### src/rtl/seg7_capture_if.sv
// seg7_capture_if -- bus bundle for the seven-segment capture block.
//   iSeg    [6:0]  segment bus, active-low, bit0=a .. bit6=g
//   iAn     [7:0]  digit anode selects, active-low
//   iClear         synchronous clear of captured state
//   oDigits [31:0] captured codes, position n at [4n+3:4n]
//   oValid  [7:0]  per-position valid flags
//   oUpdate        one-cycle pulse on every position write
//   oErr           sticky undecodable-pattern flag
//   oErrCnt [7:0]  undecodable-pattern count (0 unless the counter is built)
// Modports: slave = the capture block, master = whoever drives the display bus.
interface seg7_capture_if;
  logic [6:0]  iSeg;
  logic [7:0]  iAn;
  logic        iClear;
  logic [31:0] oDigits;
  logic [7:0]  oValid;
  logic        oUpdate;
  logic        oErr;
  logic [7:0]  oErrCnt;

  modport slave  (input  iSeg, iAn, iClear,
                  output oDigits, oValid, oUpdate, oErr, oErrCnt);
  modport master (output iSeg, iAn, iClear,
                  input  oDigits, oValid, oUpdate, oErr, oErrCnt);
endinterface

### src/rtl/seg7_capture.sv
// seg7_capture -- snoops a multiplexed 7-segment display bus and recovers the
// digit shown at each of 8 positions once the {anode, segment} pair has been
// stable for STABLE_CYCLES consecutive samples.
// Ports:
//   iClk    clock, rising edge
//   iRst_n  asynchronous active-low reset
//   bus     seg7_capture_if.slave (segments/anodes in, captured digits out)
// Optional feature: define SEG7_CAPTURE_ERRCNT_EN to build the saturating
// undecodable-pattern counter on oErrCnt; otherwise oErrCnt is tied to 0.
module seg7_capture #(
  parameter int STABLE_CYCLES = 4
) (
  input  logic          iClk,
  input  logic          iRst_n,
  seg7_capture_if.slave bus
);

  localparam logic [7:0] STB = 8'(STABLE_CYCLES);

  typedef enum logic [1:0] {IDLE, SETTLE, HOLD} state_t;

  // Entry registers plus a one-sample-old copy used for change detection.
  logic [6:0] seg_q, seg_prev_q;
  logic [7:0] an_q, an_prev_q;

  state_t     state_q, state_d;
  logic [7:0] cnt_q, cnt_d;
  logic       cap;

  logic [7:0][3:0] digits_q, digits_d;
  logic [7:0]      valid_q, valid_d;
  logic            upd_q, upd_d;
  logic            err_q, err_d;

  logic       sel, same, dec_ok;
  logic [3:0] dec_code;
  logic [2:0] pos;

  always_ff @(posedge iClk or negedge iRst_n) begin
    if (!iRst_n) begin
      seg_q      <= '1;
      an_q       <= '1;
      seg_prev_q <= '1;
      an_prev_q  <= '1;
    end else begin
      seg_q      <= bus.iSeg;
      an_q       <= bus.iAn;
      seg_prev_q <= seg_q;
      an_prev_q  <= an_q;
    end
  end

  // Segment pattern (g..a) to hex code; blank shows as F.
  always_comb begin
    dec_ok   = 1'b1;
    dec_code = 4'h0;
    case (seg_q)
      7'b1000000: dec_code = 4'h0;
      7'b1111001: dec_code = 4'h1;
      7'b0100100: dec_code = 4'h2;
      7'b0110000: dec_code = 4'h3;
      7'b0011001: dec_code = 4'h4;
      7'b0010010: dec_code = 4'h5;
      7'b0000010: dec_code = 4'h6;
      7'b1111000: dec_code = 4'h7;
      7'b0000000: dec_code = 4'h8;
      7'b0010000: dec_code = 4'h9;
      7'b1110111: dec_code = 4'hA;
      7'b0111111: dec_code = 4'hB;
      7'b1111110: dec_code = 4'hC;
      7'b1111111: dec_code = 4'hF;
      default:    dec_ok   = 1'b0;
    endcase
  end

  always_comb begin
    pos = 3'd0;
    for (int i = 0; i < 8; i++)
      if (!an_q[i]) pos = i[2:0];
  end

  assign sel  = $onehot(~an_q);
  assign same = (an_q == an_prev_q) && (seg_q == seg_prev_q);

  always_ff @(posedge iClk or negedge iRst_n) begin
    if (!iRst_n) begin
      state_q <= IDLE;
      cnt_q   <= '0;
    end else if (bus.iClear) begin
      state_q <= IDLE;
      cnt_q   <= '0;
    end else begin
      state_q <= state_d;
      cnt_q   <= cnt_d;
    end
  end

  always_comb begin
    state_d = state_q;
    cnt_d   = cnt_q;
    cap     = 1'b0;
    case (state_q)
      IDLE: begin
        if (sel) begin
          state_d = SETTLE;
          cnt_d   = 8'd1;
        end
      end
      SETTLE, HOLD: begin
        if (!same) begin
          state_d = sel ? SETTLE : IDLE;
          cnt_d   = sel ? 8'd1 : 8'd0;
        end else if (state_q == SETTLE) begin
          // Counting stops at STB: capture fires on the increment that reaches it.
          cnt_d = cnt_q + 8'd1;
          if (cnt_q == STB - 8'd1) begin
            state_d = HOLD;
            cap     = 1'b1;
          end
        end
      end
      default: begin
        state_d = IDLE;
        cnt_d   = '0;
      end
    endcase
  end

  always_comb begin
    digits_d = digits_q;
    valid_d  = valid_q;
    upd_d    = 1'b0;
    err_d    = err_q;
    if (cap) begin
      if (dec_ok) begin
        digits_d[pos] = dec_code;
        valid_d[pos]  = 1'b1;
        upd_d         = 1'b1;
      end else begin
        err_d = 1'b1;
      end
    end
  end

  always_ff @(posedge iClk or negedge iRst_n) begin
    if (!iRst_n) begin
      digits_q <= '0;
      valid_q  <= '0;
      upd_q    <= 1'b0;
      err_q    <= 1'b0;
    end else if (bus.iClear) begin
      digits_q <= '0;
      valid_q  <= '0;
      upd_q    <= 1'b0;
      err_q    <= 1'b0;
    end else begin
      digits_q <= digits_d;
      valid_q  <= valid_d;
      upd_q    <= upd_d;
      err_q    <= err_d;
    end
  end

`ifdef SEG7_CAPTURE_ERRCNT_EN
  logic [7:0] errcnt_q;
  always_ff @(posedge iClk or negedge iRst_n) begin
    if (!iRst_n)
      errcnt_q <= '0;
    else if (bus.iClear)
      errcnt_q <= '0;
    else if (cap && !dec_ok && errcnt_q != 8'hFF)
      errcnt_q <= errcnt_q + 8'd1;
  end
  assign bus.oErrCnt = errcnt_q;
`else
  assign bus.oErrCnt = 8'h00;
`endif

  assign bus.oDigits = digits_q;
  assign bus.oValid  = valid_q;
  assign bus.oUpdate = upd_q;
  assign bus.oErr    = err_q;

endmodule

### src/flat_wrapper.sv
// flat-port wrapper written by rule: the top's interface ports become plain ports
module seg7_capture_flat 
#(
  parameter int STABLE_CYCLES = 4
)
  (iClk, iRst_n, bus_iSeg, bus_iAn, bus_iClear, bus_oDigits, bus_oValid, bus_oUpdate, bus_oErr, bus_oErrCnt);
  seg7_capture_if bus_i ();
  input  logic iClk;
  input  logic iRst_n;
  input wire logic [$bits(bus_i.iSeg)-1:0] bus_iSeg;
  input wire logic [$bits(bus_i.iAn)-1:0] bus_iAn;
  input wire logic [$bits(bus_i.iClear)-1:0] bus_iClear;
  output wire logic [$bits(bus_i.oDigits)-1:0] bus_oDigits;
  output wire logic [$bits(bus_i.oValid)-1:0] bus_oValid;
  output wire logic [$bits(bus_i.oUpdate)-1:0] bus_oUpdate;
  output wire logic [$bits(bus_i.oErr)-1:0] bus_oErr;
  output wire logic [$bits(bus_i.oErrCnt)-1:0] bus_oErrCnt;
  assign bus_i.iSeg = bus_iSeg;
  assign bus_i.iAn = bus_iAn;
  assign bus_i.iClear = bus_iClear;
  assign bus_oDigits = bus_i.oDigits;
  assign bus_oValid = bus_i.oValid;
  assign bus_oUpdate = bus_i.oUpdate;
  assign bus_oErr = bus_i.oErr;
  assign bus_oErrCnt = bus_i.oErrCnt;
  seg7_capture #(.STABLE_CYCLES(STABLE_CYCLES)) u_core (.iClk(iClk), .iRst_n(iRst_n), .bus(bus_i));
endmodule
### config.mk
export PLATFORM = sky130hd
export DESIGN_NAME = seg7_capture_flat
export DESIGN_NICKNAME = d
export VERILOG_FILES = /design/src/rtl/seg7_capture_if.sv /design/src/rtl/seg7_capture.sv /design/src/flat_wrapper.sv
export SDC_FILE = /design/constraint.sdc
export NUM_CORES = 1
export LEC_CHECK = 0
export CAP_MARGIN = 20
export CELL_PAD_IN_SITES_DETAIL_PLACEMENT = 1
export CELL_PAD_IN_SITES_GLOBAL_PLACEMENT = 1
export CORE_ASPECT_RATIO = 0.5
export CORE_MARGIN = 2
export CORE_UTILIZATION = 42
export CTS_CLUSTER_SIZE = 28
export DETAILED_ROUTE_END_ITERATION = 12
export GPL_TIMING_DRIVEN = 1
export HOLD_SLACK_MARGIN = 0.1
export PLACE_DENSITY = 0.81
export SLEW_MARGIN = 10
export SYNTH_ARGS = -nofsm -noshare
export SYNTH_HDL_FRONTEND = slang
export SYNTH_SLANG_ARGS = --single-unit
### constraint.sdc
create_clock -name iClk -period 5.8 [get_ports iClk]
set_input_delay 1.16 -clock iClk [delete_from_list [all_inputs] [get_ports iClk]]
set_output_delay 1.16 -clock iClk [all_outputs]
set_load 0.01 [all_outputs]
# Yosys cells after proc, flatten, opt, wreduce, memory -nomap -nowiden
# Index checks and enable logic that the tools add are counted.
[word_totals]
reg_bits = 82
word_cells = 107
in_bits = 18
out_inout_bits = 50
[op_classes]
reduce_logical = 12
bitwise = 2
order_cmp = 2
n_eq_ne = 23
n_addsub = 8
muxes = 43
[op_table]
columns = ["op", "n"]
rows = [
  ["$mux W32", 3],
  ["$mux W8", 7],
  ["$pmux W4 S13", 1],
  ["$eq A7 B7 Y1 const B", 6],
  ["$bwmux W32", 1],
  ["$eq A7 B5 Y1 const B", 3],
  ["$eq A7 B6 Y1 const B", 3],
  ["$pmux W8 S2", 1],
  ["$mux W1", 15],
  ["$mux W2", 7],
  ["$reduce_or A14 Y1", 1],
  ["$add A4 B4 Y4", 3],
  ["$demux W4 S3", 1],
  ["$mux W3", 4],
  ["$add A1 B1 Y2", 4],
  ["$add A8 B1 Y8 const B", 1],
  ["$eq A8 B2 Y1 const B", 1],
  ["$eq A8 B8 Y1", 1],
  ["$ne A4 B4 Y1 const B", 2],
  ["$not A8 Y8", 1],
  ["$or A8 B8 Y8", 1],
  ["$eq A7 B2 Y1 const B", 1],
  ["$eq A7 B7 Y1", 1],
  ["$logic_not A7 Y1", 1],
  ["16 further kinds", 20],
]

# Longest topological paths before layout
# Gate-level depths: netlist of the first run.
[logic_depth]
word_depth = 15
depth_mapped = 14
depth_no_buf = 13

# Worst setup path after synthesis of the first run
# OpenSTA, ideal clock, no wires.
[synth_timing]
kind = "reg-to-reg"
from = "reg u_core.an_q[6]"
to = "reg u_core.cnt_q[4]"
setup_time_ns = 0.095
synth_period_minus_slack_ns = 3.990
path_stages_with_launch = 15
arrival_ns = 3.895
n_path_buf = 1
path_slack_ns = 1.810
path_cell_list = "dfstp_2 clkbuf_1 inv_1 ha_1 fa_1 inv_1 fa_1 inv_1 ha_1 fa_1 nor4b_1 or3b_2 o41ai_4 nand2b_1 o31ai_1"
[synth_via]
elab_chain_len = 7
word_cells_on_any_way = 13
classes_between = "add/sub: 3; eq/ne: 4; mux: 3; bitwise: 1; reduce/logical: 2"
[synth_lines]
columns = ["item", "line", "text"]
rows = [
  ["start: declaration", "seg7_capture.sv:24", "logic [7:0] an_q, an_prev_q;"],
  ["start signal: assignment", "seg7_capture.sv:47", "an_q <= bus.iAn;"],
  ["$not A8 Y8", "seg7_capture.sv:82", "assign sel = $onehot(~an_q);"],
  ["$add A1 B1 Y2 (not written as such)", "seg7_capture.sv:82", ""],
  ["$add A4 B4 Y4 (not written as such) (2 in a row)", "seg7_capture.sv:82", ""],
  ["$eq A4 B1 Y1", "seg7_capture.sv:82", ""],
  ["$ne A3 B2 Y1 (no line)", "--", ""],
  ["$reduce_and A2 Y1 (no line)", "--", ""],
  ["end signal: assignment", "seg7_capture.sv:94", "cnt_q <= cnt_d;"],
  ["end: declaration", "seg7_capture.sv:27", "logic [7:0] cnt_q, cnt_d;"],
]
# Parallel ways exist; a longest one is shown, timed or not.
# A chain may end at the register's enable or synchronous reset.

# Final worst setup path of the first run
# Ends and elaborated chain as after synthesis.

==> impl_metrics.ini, run 1 <==
[power_and_ir_drop]
power_density_nw_per_um2 = 269
leakagePower_uw = 0.00225
ir_drop_v = 0.000155

[global_route]
grt-ovfl-total = 0
grt_pass1_vias = 3059
grt_use_total_pct = 20.0
antenna_found_initial = 0
grt_max_degree = 83
grt_pass1_wl_mm = 16.0

[critical_path]
path_max_fanout = 10
r2r-start = u_core.an_q[6]
reg2reg_slack_ps = 1590
startpoint = u_core.an_q[6]
critPathCapture = u_core.cnt_q[4]
crit_type = register to register
arrival_ps = 4450
cp-start-kind = register
cp-end-kind = register
timing.rr.end = u_core.cnt_q[4]
crit_required_ps = 6040
ff2ff_path_depth = 13

[cells_and_area]
drive_gt1_share_pct = 15.1
final_area_sq_um = 5100
syn_to_final_growth_pct = 23.0
antennaDiodeCount = 0
instances_no_fill = 565
fin_nets = 459

[logic_synthesis]
synth-compound-area-share_pct = 11.5
synth_cell_types = 52
synth.area.top_cells = dfrtp_1 31%, dfstp_2 19%, mux2i_1 3.9%
synth_edf_count = 0
synth-seq-cells = 82
yosysWarningCount = 0
synth_xor_area_share_pct = 3.74
synth-main-ff-cell = dfrtp_1
synth_top_area_share_pct = 31.4
synthSimpleGateAreaFrac_pct = 17.4
syn-cell-area_sq_um = 4150
synthAdderAreaFrac_pct = 5.55
synthCells = 371
avgSynthCellArea_sq_um = 11.2
ys_seq_area_share_pct = 50.4
synth_top_family_by_area = simple AND/OR/NAND/NOR gates
async_flop_share_pct = 100
synth_top_area_cell = dfrtp_1
synthMuxAreaShare_pct = 4.41

[sta]
whs_ps = 391
setup_slack_ps = 1590
max_slew_margin_pct = 32.2
min_period_ps = 4210
setup_tns_ps = 0
period_share_pct = 72.6
hold_viol_final = 0
drv_slew = 0
worst_pin_slew_ps = 1010
rsz0062_at_grt = no
fmax_ghz = 0.238
clock_skew_ps = 5.77
final-setup-viol-count = 0

[placed_design]
gp_congestion = 0.793
dpl.cell_count = 548
post-place-ws_ps = 1560
placed_area_sq_um = 4780
port_buffers = 59
hpwl_mm = 6.86

[clock_tree]
hold_buffers = 0
postCtsResizedCells = 0
clk_path_buf_depth = 2
htreeDepth = 3
clock_insertion_delay_worst_skew_ps = 340
tritoncts = built
cts_setup_buffers = 0
root_buffer = clkbuf_16
cts.sinks = 82
cts_buffers = 9
clkTransAtPathRegs_ps = 60

[detailed_routing]
viasPerCell = 5.26
dr_total_vias = 2972
antenna_left = 0
totalWireLength_mm = 9.82
drc = 0
dr.first_iter.drc_count = 131
wl_per_cell_microns = 17.4
dr.pass1.iters = 4

[die]
coreArea_sq_um = 9510
die_x_microns = 144
start_util_pct = 43.6
io_pins = 68
rows = 25
dieHeight_microns = 74.3
die-area_sq_um = 10700

[status]
status = finished clean

[min_path]
hold_path_class = register to register

[run]
maxCapViolations = 0
cell type report:
class | count | area [sq um]
clock buffers | 11 | 233
clock inverters | 5 | 63.8
fillers | 1033 | 4410
inverters | 31 | 116
multi-input cells | 239 | 1800
flip-flops and latches | 82 | 2090
well taps | 135 | 169
repair buffers | 62 | 631
power by group:
part	switching [uW]	internal, uW
Combinational	104	71.4
Clock	236	337
Sequential	21.9	599
cells in the mapped netlist, types with 2 or more instances:
master / number
fa_1: 4
dfrtp_1: 52
nor3_1: 7
or2_2: 2
nor3b_1: 3
a22o_1: 17
nand3b_1: 2
nor4_1: 4
xor2_2: 2
nor4_4: 3
o22ai_1: 2
buf_2: 5
nand2_1: 11
nor2_1: 10
o32ai_1: 2
ha_1: 12
buf_6: 3
xor2_1: 10
a2bb2oi_1: 2
mux2i_1: 16
dfstp_2: 30
a21o_1: 2
xnor2_1: 4
and3_1: 4
inv_1: 31
a31oi_1: 10
mux2_2: 2
nand3_1: 21
o21ai_0: 11
a21oi_1: 19
or3_1: 3
nand2b_1: 22
clkbuf_1: 6
nand4_1: 7
nor3_4: 2
buf_4: 11
and4_1: 2
layout by cell type, fill, tap and decap left out, drive strengths merged, types with 2 or more instances in the layout:
cell | Yosys | routed
or2 | 3 | 3
mux2i | 16 | 16
a21oi | 19 | 19
buf | 20 | 4
a2bb2oi | 2 | 2
xor2 | 12 | 12
and4 | 2 | 2
nand3 | 21 | 21
nand4 | 8 | 8
inv | 31 | 32
clkinv | 0 | 2
mux2 | 2 | 2
a31oi | 10 | 10
clkbuf | 6 | 11
nand2b | 22 | 22
conb | 1 | 8
clkdlybuf4s50 | 0 | 58
nor3b | 3 | 3
dfstp | 30 | 30
fa | 4 | 4
dfrtp | 52 | 52
nor3 | 10 | 10
ha | 12 | 12
o21ai | 11 | 11
nand3b | 2 | 2
and3 | 4 | 4
nand2 | 11 | 11
o22ai | 2 | 2
o32ai | 2 | 2
a22o | 17 | 17
a21o | 2 | 2
nor4 | 7 | 7
or3 | 4 | 4
nor2 | 10 | 10
xnor2 | 4 | 4
worst max-delay path, stage by stage (launching register included):
cell	delay, ps
dfstp_2	600
inv_1	60
ha_1	220
fa_1	540
inv_1	60
fa_1	530
inv_1	40
ha_1	200
fa_1	450
nor4b_1	480
or3b_2	280
o41ai_4	140
nand2b_1	240
o31ai_1	260
how the worst min path moves through the flow:
stage / from / endpoint / slack, ps / cells after the start
after floorplan: u_core.seg_q[0] / u_core.seg_prev_q[0] / 350 / 0
after global placement: u_core.an_q[0] / u_core.an_prev_q[0] / 380 / 0
after detailed placement: u_core.an_q[0] / u_core.an_prev_q[0] / 380 / 0
after CTS: u_core.an_q[0] / u_core.an_prev_q[0] / 390 / 0
after global routing: u_core.an_q[0] / u_core.an_prev_q[0] / 400 / 0
final: u_core.an_q[0] / u_core.an_prev_q[0] / 390 / 0
flip-flops by register name, indices dropped and copies added, names as in the netlist:
register	cells
u_core.bus.oErr	1
u_core.state_q	2
u_core.bus.oDigits	32
u_core.bus.oValid	8
u_core.an_q	8
u_core.cnt_q	8
u_core.seg_prev_q	7
u_core.an_prev_q	8
u_core.seg_q	7
u_core.bus.oUpdate	1
cell families after synthesis:
| family | after synthesis |
|---|---|
| simple gates | 112 |
| flops | 82 |
| compound gates | 69 |
| buf+inv | 57 |
| mux | 18 |
| fa+ha+maj | 16 |
| xor+xnor | 16 |
| other cells | 1 |
per-layer routing:
metal,GRT usage (%),share of wire [%],vias to the layer above
li1,-,-,1390
met1,26.9,46,1503
met2,32.3,47,69
met3,4.96,4.8,10
met4,6.80,1.3,0
met5,0,0,-
through the flow:
stage / util, % / total power (uW)
2_1_floorplan: - / 753
3_3_place_gp: 50.2 / 797
3_5_place_dp: 50.2 / 804
4_1_cts: 53.3 / 1380
5_1_grt: 53.6 / 1430
6_report: 53.6 / 1370
Power figures use the tool's default switching activity.
==> run 2: changes to the inputs <==
Settings changed: CORE_UTILIZATION 42 to 38, PLACE_DENSITY 0.81 to 0.77.
Clock period 5.8 ns to 3.43 ns, I/O delays scaled along.
==> impl_metrics.ini, run 2 (same netlist as run 1, synthesis figures left out) <==
[cells_and_area]
final_cell_mix = 58 x clkdlybuf4s50_1, 52 x dfrtp_1, 30 x dfstp_2
mostFrequentLayoutCell = clkdlybuf4s50_1
syn_to_final_growth_pct = 29.3
antennaDiodeCount = 0
largest_register_ffs = 32
fin_nets = 479
drive_gt1_share_pct = 24.4
instances_no_fill = 590
final_area_sq_um = 5360
finalCoreUtilization_pct = 51.5

[global_route]
use_met1_pct = 26.4
grt.busiest_layer = met2
use_met2_pct = 28.6
antenna_found_initial = 0
grt_max_degree = 71
grt_pass1_vias = 3092
grt_use_total_pct = 18.8
grt-ovfl-total = 0
met3_usage_pct = 4.59
grt_pass1_wl_mm = 16.8

[detailed_routing]
drc = 0
wl_per_cell_microns = 17.8
dr_total_vias = 3119
dr.pass1.iters = 4
totalWireLength_mm = 10.5
antenna_left = 0
dr.first_iter.drc_count = 151
viasPerCell = 5.29

[critical_path]
timing.rr.end = u_core.cnt_q[4]
ff2ff_path_depth = 13
arrival_ps = 3930
crit_required_ps = 3670
cp-start-kind = register
r2r-start = u_core.an_q[3]
cp-end-kind = register
crit_type = register to register
path_max_fanout = 5
reg2reg_slack_ps = -250

[die]
start_util_pct = 39.8
die-area_sq_um = 11800
coreArea_sq_um = 10400
die_x_microns = 152
dieHeight_microns = 77.9
io_pins = 68
rows = 26

[clock_tree]
tritoncts = built
clk_path_buf_depth = 2
clock_insertion_delay_worst_skew_ps = 340
root_buffer = clkbuf_16
cts.sinks = 82
htreeDepth = 3
cts_buffers = 9
clkTransAtPathRegs_ps = 60
hold_buffers = 0

[power_and_ir_drop]
leakagePower_uw = 0.00236
ir_drop_v = 0.000259
power_density_nw_per_um2 = 454

[min_path]
hold_end = u_core.an_prev_q[0]
hold_path_class = register to register
hp-start = u_core.an_q[0]
min_delay_path_depth = 0

[sta]
worst_pin_slew_ps = 1030
min_period_ps = 3680
max_slew_margin_pct = 31.5
fmax_ghz = 0.271
setup_slack_ps = -255
rsz0062_at_grt = yes
clock_skew_ps = 8.39
whs_ps = 393
final-setup-viol-count = 10
period_share_pct = 107
drv_slew = 0
hold_viol_final = 0

[run]
maxCapViolations = 0

[placed_design]
post-place-ws_ps = -233
dpl.cell_count = 569
placed_area_sq_um = 4950
gp_congestion = 0.799
port_buffers = 59
hpwl_mm = 7.10

[status]
status = finished with violations
failed_checks = setup timing
## run 2: where the power goes
part,switching (uW),leakage (uW),internal [uW],total (uW)
Clock,413,0.000139,518,931
Combinational,246,0.00118,206,452
Sequential,35.4,0.00104,1010,1050
Total,695,0.00236,1740,2430
## run 2: routing by layer
layer | wire length [microns] | vias to the layer above
met2 | 4850 | 82
met4 | 180 | 0
met5 | 0 | -
met3 | 460 | 13
met1 | 5020 | 1587
li1 | - | 1437
## run 2: repair_timing
item,CTS,global route
gates cloned,1,0
pin swaps,3,2
setup endpoints to repair,9,10
setup buffers,2,3
gates resized for setup,7,10
## run 2: per-stage QoR
| step | TNS (ps) | power (uW) |
|---|---|---|
| floorplan | -507 | 1290 |
| global placement | -1190 | 1400 |
| detailed placement | -1640 | 1410 |
| CTS | -1210 | 2400 |
| global route | -3240 | 2550 |
| finish | -1940 | 2430 |
## run 2: how the worst max path moves through the flow
| stage | from | to | slack, ps | cells past startpoint |
|---|---|---|---|---|
| finish | u_core.an_q[3] | u_core.cnt_q[4] | -250 | 13 |
| detailed placement | u_core.an_q[5] | u_core.cnt_q[4] | -230 | 13 |
| global route | u_core.an_q[3] | u_core.cnt_q[4] | -370 | 13 |
| global placement | u_core.an_q[2] | u_core.cnt_q[4] | -190 | 13 |
| CTS | u_core.an_q[2] | u_core.cnt_q[2] | -160 | 13 |
| floorplan | u_core.an_q[6] | u_core.cnt_q[4] | -100 | 14 |
## run 2: layout make-up
cell class,instances,area [sq um]
clock buffers,10,239
inverters,31,119
clock inverters,6,48.8
repair buffers,81,753
flip-flops and latches,82,2090
multi-input cells,240,1940
fillers,1123,5050
well taps,140,175
## run 2: worst max-delay path: stages (launching register included)
cell      delay (ps)
dfstp_2          530
inv_2             50
ha_4             150
fa_1             540
inv_1             50
fa_1             470
inv_1             50
ha_2             160
fa_1             480
nor4b_4          330
or3b_4           250
o41ai_4          120
nand2b_4         200
o31ai_2          200
